File: src/rtl/div_issue_ctrl.sv
// Issue controller in front of the iterative divider: resolves RISC-V special cases and
// quotient/remainder reuse in one cycle, sequences the divider otherwise, absorbs flushes.
module div_issue_ctrl #(
  parameter int XLEN         = 32,
  parameter bit ENABLE_REUSE = 1'b1
) (
  input  logic            clk,
  input  logic            reset,
  input  logic            flush,
  input  logic            in_valid,
  output logic            in_ready,
  input  logic [1:0]      in_op,
  input  logic [XLEN-1:0] in_rs1,
  input  logic [XLEN-1:0] in_rs2,
  input  logic [4:0]      in_rd,
  output logic            out_valid,
  input  logic            out_ready,
  output logic [XLEN-1:0] out_data,
  output logic [4:0]      out_rd,
  output logic            div_start,
  output logic            div_is_signed,
  output logic            div_is_rem,
  output logic [XLEN-1:0] div_dividend,
  output logic [XLEN-1:0] div_divisor,
  input  logic [XLEN-1:0] div_quotient,
  input  logic [XLEN-1:0] div_remainder,
  input  logic            div_done,
  input  logic            div_busy
);

  localparam logic [XLEN-1:0] ALL_ONES = {XLEN{1'b1}};
  localparam logic [XLEN-1:0] ALL_ZERO = {XLEN{1'b0}};
  localparam logic [XLEN-1:0] INT_MIN  = {1'b1, {(XLEN-1){1'b0}}};

  typedef enum logic [1:0] {
    IDLE  = 2'd0,
    WAIT  = 2'd1,
    RESP  = 2'd2,
    DRAIN = 2'd3
  } state_t;

  state_t            state_r, state_s;
  logic              out_valid_r;
  logic [XLEN-1:0]   out_data_r;
  logic [4:0]        out_rd_r;
  logic              op_rem_r, op_signed_r;
  logic [XLEN-1:0]   op_rs1_r, op_rs2_r;
  logic              cache_valid_r, c_signed_r;
  logic [XLEN-1:0]   c_rs1_r, c_rs2_r, c_quot_r, c_rem_r;

  logic              op_signed_s, op_rem_s, div_zero_s, ovf_s, special_s, hit_s, fast_s;
  logic              accept_s, done_take_s;
  logic [XLEN-1:0]   fast_data_s;

  // Divide-by-zero wins over signed overflow; both have fixed architectural results.
  function automatic logic [XLEN-1:0] special_result(input logic is_rem, input logic by_zero,
                                                     input logic [XLEN-1:0] rs1);
    if (by_zero) begin
      return is_rem ? rs1 : ALL_ONES;
    end else begin
      return is_rem ? ALL_ZERO : rs1;
    end
  endfunction

  assign op_signed_s = ~in_op[0];
  assign op_rem_s    = in_op[1];
  assign div_zero_s  = (in_rs2 == ALL_ZERO);
  assign ovf_s       = op_signed_s && (in_rs1 == INT_MIN) && (in_rs2 == ALL_ONES);
  assign special_s   = div_zero_s || ovf_s;
  assign hit_s       = ENABLE_REUSE && cache_valid_r && (in_rs1 == c_rs1_r) &&
                       (in_rs2 == c_rs2_r) && (op_signed_s == c_signed_r);
  assign fast_s      = special_s || hit_s;
  assign fast_data_s = special_s ? special_result(op_rem_s, div_zero_s, in_rs1)
                                 : (op_rem_s ? c_rem_r : c_quot_r);

  assign in_ready    = (state_r == IDLE) && !flush && (fast_s || !div_busy);
  assign accept_s    = in_valid && in_ready;
  assign div_start   = (state_r == IDLE) && in_valid && !flush && !fast_s && !div_busy;
  assign done_take_s = (state_r == WAIT) && div_done && !flush;

  assign div_is_signed = op_signed_s;
  assign div_is_rem    = op_rem_s;
  assign div_dividend  = in_rs1;
  assign div_divisor   = in_rs2;

  assign out_valid = out_valid_r;
  assign out_data  = out_data_r;
  assign out_rd    = out_rd_r;

  // Next-state logic; flush overrides every other event.
  always_comb begin
    state_s = state_r;
    case (state_r)
      IDLE: begin
        if (accept_s) begin
          state_s = fast_s ? RESP : WAIT;
        end else begin
          state_s = IDLE;
        end
      end
      WAIT: begin
        if (flush) begin
          state_s = div_done ? IDLE : DRAIN;
        end else if (div_done) begin
          state_s = RESP;
        end else begin
          state_s = WAIT;
        end
      end
      RESP: begin
        if (flush || out_ready) begin
          state_s = IDLE;
        end else begin
          state_s = RESP;
        end
      end
      DRAIN: begin
        if (div_done) begin
          state_s = IDLE;
        end else begin
          state_s = DRAIN;
        end
      end
      default: state_s = IDLE;
    endcase
  end

  // State, result registers, in-flight operand latch and reuse cache.
  always_ff @(posedge clk) begin
    if (reset) begin
      state_r       <= IDLE;
      out_valid_r   <= 1'b0;
      out_data_r    <= ALL_ZERO;
      out_rd_r      <= 5'd0;
      op_rem_r      <= 1'b0;
      op_signed_r   <= 1'b0;
      op_rs1_r      <= ALL_ZERO;
      op_rs2_r      <= ALL_ZERO;
      cache_valid_r <= 1'b0;
      c_signed_r    <= 1'b0;
      c_rs1_r       <= ALL_ZERO;
      c_rs2_r       <= ALL_ZERO;
      c_quot_r      <= ALL_ZERO;
      c_rem_r       <= ALL_ZERO;
    end else begin
      state_r     <= state_s;
      out_valid_r <= (state_s == RESP);
      if (accept_s) begin
        out_rd_r    <= in_rd;
        op_rem_r    <= op_rem_s;
        op_signed_r <= op_signed_s;
        op_rs1_r    <= in_rs1;
        op_rs2_r    <= in_rs2;
        if (fast_s) begin
          out_data_r <= fast_data_s;
        end
      end
      if (done_take_s) begin
        out_data_r    <= op_rem_r ? div_remainder : div_quotient;
        cache_valid_r <= 1'b1;
        c_signed_r    <= op_signed_r;
        c_rs1_r       <= op_rs1_r;
        c_rs2_r       <= op_rs2_r;
        c_quot_r      <= div_quotient;
        c_rem_r       <= div_remainder;
      end
    end
  end

endmodule

File: config.mk
export PLATFORM = sky130hd
export DESIGN_NAME = div_issue_ctrl
export DESIGN_NICKNAME = d
export VERILOG_FILES = /design/src/rtl/div_issue_ctrl.sv
export SDC_FILE = /design/constraint.sdc
export NUM_CORES = 1
export LEC_CHECK = 0
export BUFFER_PORTS_ARGS = -buffer_cell sky130_fd_sc_hd__buf_2
export CAP_MARGIN = 10
export CELL_PAD_IN_SITES_DETAIL_PLACEMENT = 2
export CELL_PAD_IN_SITES_GLOBAL_PLACEMENT = 2
export CORE_UTILIZATION = 30
export DETAILED_ROUTE_END_ITERATION = 16
export HOLD_SLACK_MARGIN = 0.1
export PLACE_DENSITY = 0.86
export REMOVE_ABC_BUFFERS = 1
export SETUP_SLACK_MARGIN = 0.2
export SYNTH_ARGS = -nofsm -noshare
export SYNTH_HDL_FRONTEND = slang
export SYNTH_SLANG_ARGS = --single-unit
File: constraint.sdc
create_clock -name clk -period 3.5 [get_ports clk]
set_input_delay 0.7 -clock clk [delete_from_list [all_inputs] [get_ports clk]]
set_output_delay 0.7 -clock clk [all_outputs]
set_load 0.05 [all_outputs]
==> impl_metrics.yaml, run 1 <==
clock_tree:
  clkTransAtPathRegs_ns: 0.07
  clockBufferDepth: 3
  cts_tree: "built"
  htreeDepth: 1
  clk_latency_ns: 0.57
  numCtsBuffers: 29
  hold_buffers: 0
  clockRootBuffer: "clkbuf_16"
  clock-sinks: 236
logic_synthesis:
  synth_area_mm2: 0.01206
  synth.area.top_cells: "dfxtp_1 (39%), mux2i_1 (11%), nand2b_1 (8.8%), nand2_1 (8.1%), a21oi_1 (6.2%)"
  synth_cell_types: 56
  synth_seq_area_share_pct: 39.16
  synth_area_per_cell_um2: 8.685
  synth_edf_count: 0
  synth_cells: 1389
  ys.flop_type: "dfxtp_1"
  synth-async-reset-ratio_pct: 0
  yosys.area.top_type: "dfxtp_1"
  yosysWarnings: 0
  ys_ff_latch: 236
  yosysTopAreaCellShare_pct: 39.16
power_and_ir_drop:
  p_seq_share_pct: 41.4
  p_comb_share_pct: 12.5
  switchingPower_mw: 1.853
  leakage_nw: 5.864
  cellPowerDensity_mw_per_mm2: 446.1
  p_int_mw: 4.794
  max-vdd-ir-drop_uv: 343.7
  swShare_pct: 27.88
  totalPowerFinal_mw: 6.647
  clock_power_share_pct: 46.0
job:
  max_cap_violations: 0
worst_setup_path:
  required_ns: 2.80
  cp-start-kind: "input pin"
  cp.arrival_ns: 2.97
  cp_max_fo: 4
  endpoint_kind: "primary output"
  crit_type: "input pin to primary output"
timing:
  hold_violations: 0
  post-route-min-period_ns: 3.668
  fmax_ghz: 0.2727
  min_period_over_period_pct: 104.8
  setup_slack_ns: -0.1677
  fin_skew_ns: 0.02814
  relSlewSlack_pct: 41.31
  finalMaxSlewViolations: 0
  rsz0062_at_grt: "true"
  setup-violations-final: 1
  tightest_slew_ns: 0.8803
global_route:
  first_global_vias: 12830
  grt_remaining_overflow: 0
  grt_max_degree: 84
  track_usage_pct: 24.94
  antenna_found_initial: 1
  grt_pass1_wl_mm: 78.70
detailed_routing:
  postRouteAntennaNets: 0
  drc: 0
  wire_per_inst_um: 24.06
  wirelength_mm: 51.81
  num_vias: 11310
  drt_pass1_iterations: 5
  via_per_inst: 5.253
  drt_iter0_markers: 599
cells_and_area:
  layout-area-overhead-vs-synth_pct: 23.50
  fin_nets: 1749
  post-route-util_pct: 37.50
  drive_gt1_share_pct: 27.11
  num-fill-cells: 4433
outcome:
  violations: "setup timing"
  status: "finished with violations"
floorplan:
  die_width_um: 202.5
  pin_count: 248
  die-area_mm2: 0.04102
  start_util_pct: 30.36
  fp-row-count: 73
  coreArea_mm2: 0.03973
  die_h_um: 202.5
placement:
  place_hpwl_mm: 33.59
  place_ws_ns: -0.3552
  port_buffers: 247
  gp_congestion: 0.7974
hold_path:
  min_path_type: "input pin to flop"
-- synthesized netlist by cell type (5+ instances only) --
| cell | count |
|---|---|
| mux2_2 | 16 |
| nor2_1 | 11 |
| a211oi_1 | 16 |
| nand3_1 | 5 |
| nand2_1 | 261 |
| a21oi_1 | 149 |
| o21ai_0 | 18 |
| buf_1 | 5 |
| o211ai_1 | 16 |
| mux2i_1 | 134 |
| nand4_1 | 12 |
| xor2_1 | 43 |
| buf_12 | 8 |
| nand2b_1 | 169 |
| dfxtp_1 | 236 |
| inv_1 | 13 |
| nor2b_1 | 26 |
| buf_4 | 66 |
| mux2_1 | 15 |
| clkbuf_1 | 77 |
| nor4_1 | 24 |
| a221oi_2 | 10 |
| a221oi_1 | 5 |
-- kinds of logic after synthesis --
group | synth area share (%)
compound gates | 12.50
xor+xnor | 3.267
fa+ha+maj | 0.2074
buf+inv | 8.753
flops | 39.16
mux | 14.01
simple gates | 22.10
-- critical path, stage by stage --
cell and delay (ns):
buf_6 0.10, or4b_4 0.55, nor4_4 0.42, nand4_2 0.19, o21a_4 0.27, a21boi_4 0.17, a2111oi_4 0.36, buf_6 0.21
-- power by group through the flow --
stage	Clock (mW)	Combinational (mW)	Sequential, mW
2_1_floorplan	0	0.214	2.82
3_3_place_gp	0	0.771	2.81
3_5_place_dp	0	0.796	2.81
4_1_cts	3.11	0.825	2.75
5_1_grt	3.21	0.872	2.76
6_report	3.06	0.833	2.75
-- through the flow --
step / cells / cell area, um^2 / hold slack [ns] / TNS (ns)
after floorplan: 1228 / 11060 / 0.4212 / -184.97
after global placement: 2092 / 13790 / 0.4370 / -0.2117
after detailed placement: 2092 / 13790 / 0.4469 / -1.237
after CTS: 2150 / 14870 / 0.3645 / -0.03225
after global routing: 2152 / 14900 / 0.3800 / -0.1708
final: 2153 / 14900 / 0.3832 / -0.1677
-- layout by cell type, fill, tap and decap left out, types with 3 or more instances in the layout --
cell | Yosys | layout
a221oi_2 | 10 | 10
buf_4 | 66 | 90
nor2_1 | 11 | 9
xor2_1 | 43 | 43
buf_2 | 2 | 242
nand4_1 | 12 | 12
nand3_1 | 5 | 4
o21ai_0 | 18 | 18
nor4_1 | 24 | 20
mux2_1 | 15 | 15
nand2_1 | 261 | 261
mux2i_1 | 134 | 134
clkbuf_16 | 0 | 29
a21oi_1 | 149 | 149
a221oi_1 | 5 | 5
o2111ai_1 | 3 | 3
o211ai_1 | 16 | 16
nor2b_1 | 26 | 26
nor4_2 | 1 | 4
a211oi_1 | 16 | 16
dfxtp_1 | 236 | 235
nor3_1 | 4 | 3
inv_1 | 13 | 13
clkinv_2 | 0 | 5
mux2_2 | 16 | 16
buf_12 | 8 | 9
clkbuf_8 | 0 | 10
clkbuf_1 | 77 | 7
nand2b_1 | 169 | 169
-- layout make-up --
type	instances	area [um^2]	share of cell area, %
multi-input combinational	979	6384	42.85
sequential	236	4726	31.72
timing repair buffer	346	2133	14.32
clock buffer	45	875.8	5.878
tap	525	656.9	4.409
clock inverter	8	72.57	0.4871
inverter	13	48.80	0.3275
antenna	1	2.502	0.01680
-- worst paths after layout --
path | startpoint | endpoint | slack, ns | depth (start not counted)
worst max-delay path | in_rs1[0] | in_ready | -0.17 | 8
worst min-delay path | div_quotient[0] | c_quot_r[0]$_SDFFE_PP0P_ | 0.38 | 3
worst max register to register | c_rs2_r[15]$_SDFFE_PP0P_ | out_data[13]$_SDFFE_PP0P_ | 0.36 | 11
worst min register to register | op_rs1_r[27]$_SDFFE_PP0N_ | c_rs1_r[27]$_SDFFE_PP0P_ | 0.44 | 2
-- repair_timing --
action	CTS	global route
gates cloned	0	0
setup endpoints to repair	2	2
pin swaps	5	2
resized for setup	20	3
buffers inserted	5	2
-- per-layer routing --
metal	vias to the layer above	global-route usage [%]	share of wire, %
li1	5082	-	-
met1	5717	29.56	41
met2	370	43.82	49
met3	141	3.820	5.0
met4	0	12.03	4.8
met5	-	0	0
-- registers in the layout, indices dropped and copies added (netlist names), 2 cells and up --
name	flops
c_quot_r	32
c_rem_r	32
c_rs1_r	32
c_rs2_r	32
op_rs1_r	32
op_rs2_r	32
out_data	32
out_rd	5
state_r	2
(Power assumes the default switching activity.)
==> run 2, diff against run 1 <==
==> constraint.sdc (replaced) <==
create_clock -name clk -period 3.6 [get_ports clk]
set_input_delay 0.72 -clock clk [delete_from_list [all_inputs] [get_ports clk]]
set_output_delay 0.72 -clock clk [all_outputs]
set_load 0.05 [all_outputs]
==> run 2 against run 1 <==
  * Critical path type unchanged
  * Sequential power down 3%
  * Setup slack better by 0.28 ns
  * Via count fell by 2.7%
  * The run now ends clean
  * Clock skew down 0.018 ns
==> impl_metrics.yaml, run 2 (synthesis gave the netlist of run 1 again) <==
timing:
  fmax_ghz: 0.2864
  finalMaxSlewViolations: 0
  relSlewSlack_pct: 48.23
  tightest_slew_ns: 0.7747
  min_period_over_period_pct: 96.99
  setup-violations-final: 0
  rsz0062_at_grt: "true"
  timing.hold.ws_ns: 0.4193
  post-route-min-period_ns: 3.491
  fin_skew_ns: 0.01049
  hold_violations: 0
global_route:
  grt_pass1_wl_mm: 71.88
  first_global_vias: 12097
  grt_max_degree: 101
  antenna_found_initial: 5
  track_usage_pct: 22.52
  grt_remaining_overflow: 0
worst_setup_path:
  slowest_stage: "or4_4"
  startpoint: "in_rs1[6]"
  r2r_setup_slack_ns: 0.75
  crit_type: "input pin to primary output"
  cp_max_fo: 2
  r2r_cells: 9
  max_stage_delay_ns: 0.57
  cp-start-kind: "input pin"
  crit_chain: "buf_2 -> or4_4 -> nor2_4 -> buf_4 -> nand4_2 -> o21a_4 -> a21boi_4 -> a2111oi_4 -> buf_6"
  critPathCapture: "in_ready"
  r2r_end: "out_data[3]$_SDFFE_PP0P_"
  r2r-start: "c_rs1_r[10]$_SDFFE_PP0P_"
  cp.arrival_ns: 2.77
  required_ns: 2.88
  endpoint_kind: "primary output"
clock_tree:
  clkTransAtPathRegs_ns: 0.06
  clockRootBuffer: "clkbuf_16"
  clockBufferDepth: 3
  postCtsSetupRepairBufs: 0
  clk_latency_ns: 0.55
  numCtsBuffers: 28
  htreeDepth: 1
  clock-sinks: 236
  cts_tree: "built"
  hold_buffers: 0
cells_and_area:
  drive_gt1_share_pct: 25.76
  layout-area-overhead-vs-synth_pct: 22.14
  post-route-util_pct: 37.09
  final_common_cell: "nand2_1"
  layout_common_cells: "nand2_1 (261), buf_2 (241), dfxtp_1 (235)"
  fin_nets: 1725
placement:
  place_hpwl_mm: 32.70
  gp_congestion: 0.8138
  port_buffers: 247
hold_path:
  min_path_type: "input pin to flop"
detailed_routing:
  num_vias: 11001
  wire_per_inst_um: 22.14
  postRouteAntennaNets: 0
  wirelength_mm: 47.17
  drt_iter0_markers: 513
  drt_pass1_iterations: 4
  drc: 0
  via_per_inst: 5.162
power_and_ir_drop:
  cellPowerDensity_mw_per_mm2: 445.5
  leakage_nw: 5.755
  max-vdd-ir-drop_uv: 264.4
floorplan:
  die_h_um: 202.5
  die-area_mm2: 0.04102
  coreArea_mm2: 0.03973
  start_util_pct: 30.36
  die_width_um: 202.5
  pin_count: 248
  fp-row-count: 73
outcome:
  status: "complete, no violations"
job:
  max_cap_violations: 0
run 2: cell count changes in the layout (fill, tap and decap cells not counted), moves of 2 or more:
cell,before,now
clkinvlp_4,0,2
diode_2,1,3
bufinv_16,1,4
clkbuf_1,7,9
buf_12,9,6
nor4_2,4,2
nor4_1,20,22
clkinv_2,5,1
buf_8,2,0
clkbuf_8,10,8
buf_6,2,4
buf_4,90,71
run 2: per-layer routing:
layer	vias to the layer above	global-route usage, %	wire length, um
met1	5565	27.54	19990
met2	300	40.00	23550
met3	94	3.628	2197
met5	-	0	13
li1	5040	-	-
met4	2	7.304	1416
run 2: timing repair:
action                                  4_1_cts  5_1_grt
pin swaps                                     5        2
resized for setup                            16        6
endpoints found under the setup margin        2        2
run 2: worst max-delay path, delay by kind of cell:
family	cells	cell delay, ns
AND/OR/NAND/NOR	3	0.83
buffers and inverters	3	0.49
AO/OA/AOI/OAI	3	0.72
run 2: how the worst min path moves through the flow:
stage                                          from                       end  slack (ns)  cells after the start
final                               div_quotient[8]  c_quot_r[8]$_SDFFE_PP0P_        0.42                      3
after global routing               div_remainder[4]   c_rem_r[4]$_SDFFE_PP0P_        0.42                      3
after CTS                           div_quotient[0]  c_quot_r[0]$_SDFFE_PP0P_        0.40                      3
after detailed placement  op_rs1_r[23]$_SDFFE_PP0N_  c_rs1_r[23]$_SDFFE_PP0P_        0.45                      2
after global placement     op_signed_r$_SDFFE_PP0N_   c_signed_r$_SDFFE_PP0P_        0.44                      2
after floorplan            op_signed_r$_SDFFE_PP0N_   c_signed_r$_SDFFE_PP0P_        0.42                      2
run 2: power breakdown:
part | total [mW] | internal [mW] | switching [mW] | leakage, nW
clock network | 3.11 | 1.91 | 1.21 | 0.479
registers | 2.68 | 2.65 | 0.0277 | 1.91
logic | 0.773 | 0.259 | 0.514 | 3.37
run 2: layout make-up:
class | count | area, um^2
fillers | 4428 | 25000
multi-input cells | 979 | 6382
flip-flops and latches | 236 | 4726
repair buffers | 323 | 1918
clock buffers | 45 | 855.8
well taps | 525 | 656.9
clock inverters | 7 | 140.1
inverters | 13 | 48.80
diodes | 3 | 7.507
run 2: per-stage QoR:
step                setup slack, ns  TNS (ns)  power [mW]  cell area, um^2  instances
floorplan                    -1.944   -166.27       2.946            11060       1228
global placement           -0.09247  -0.09247       3.461            13630       2076
CTS                          0.1135         0       6.631            14710       2128
detailed placement          -0.2744   -0.2744       3.489            13630       2076
finish                       0.1085         0       6.564            14740       2131
global route                0.04596         0       6.764            14730       2129
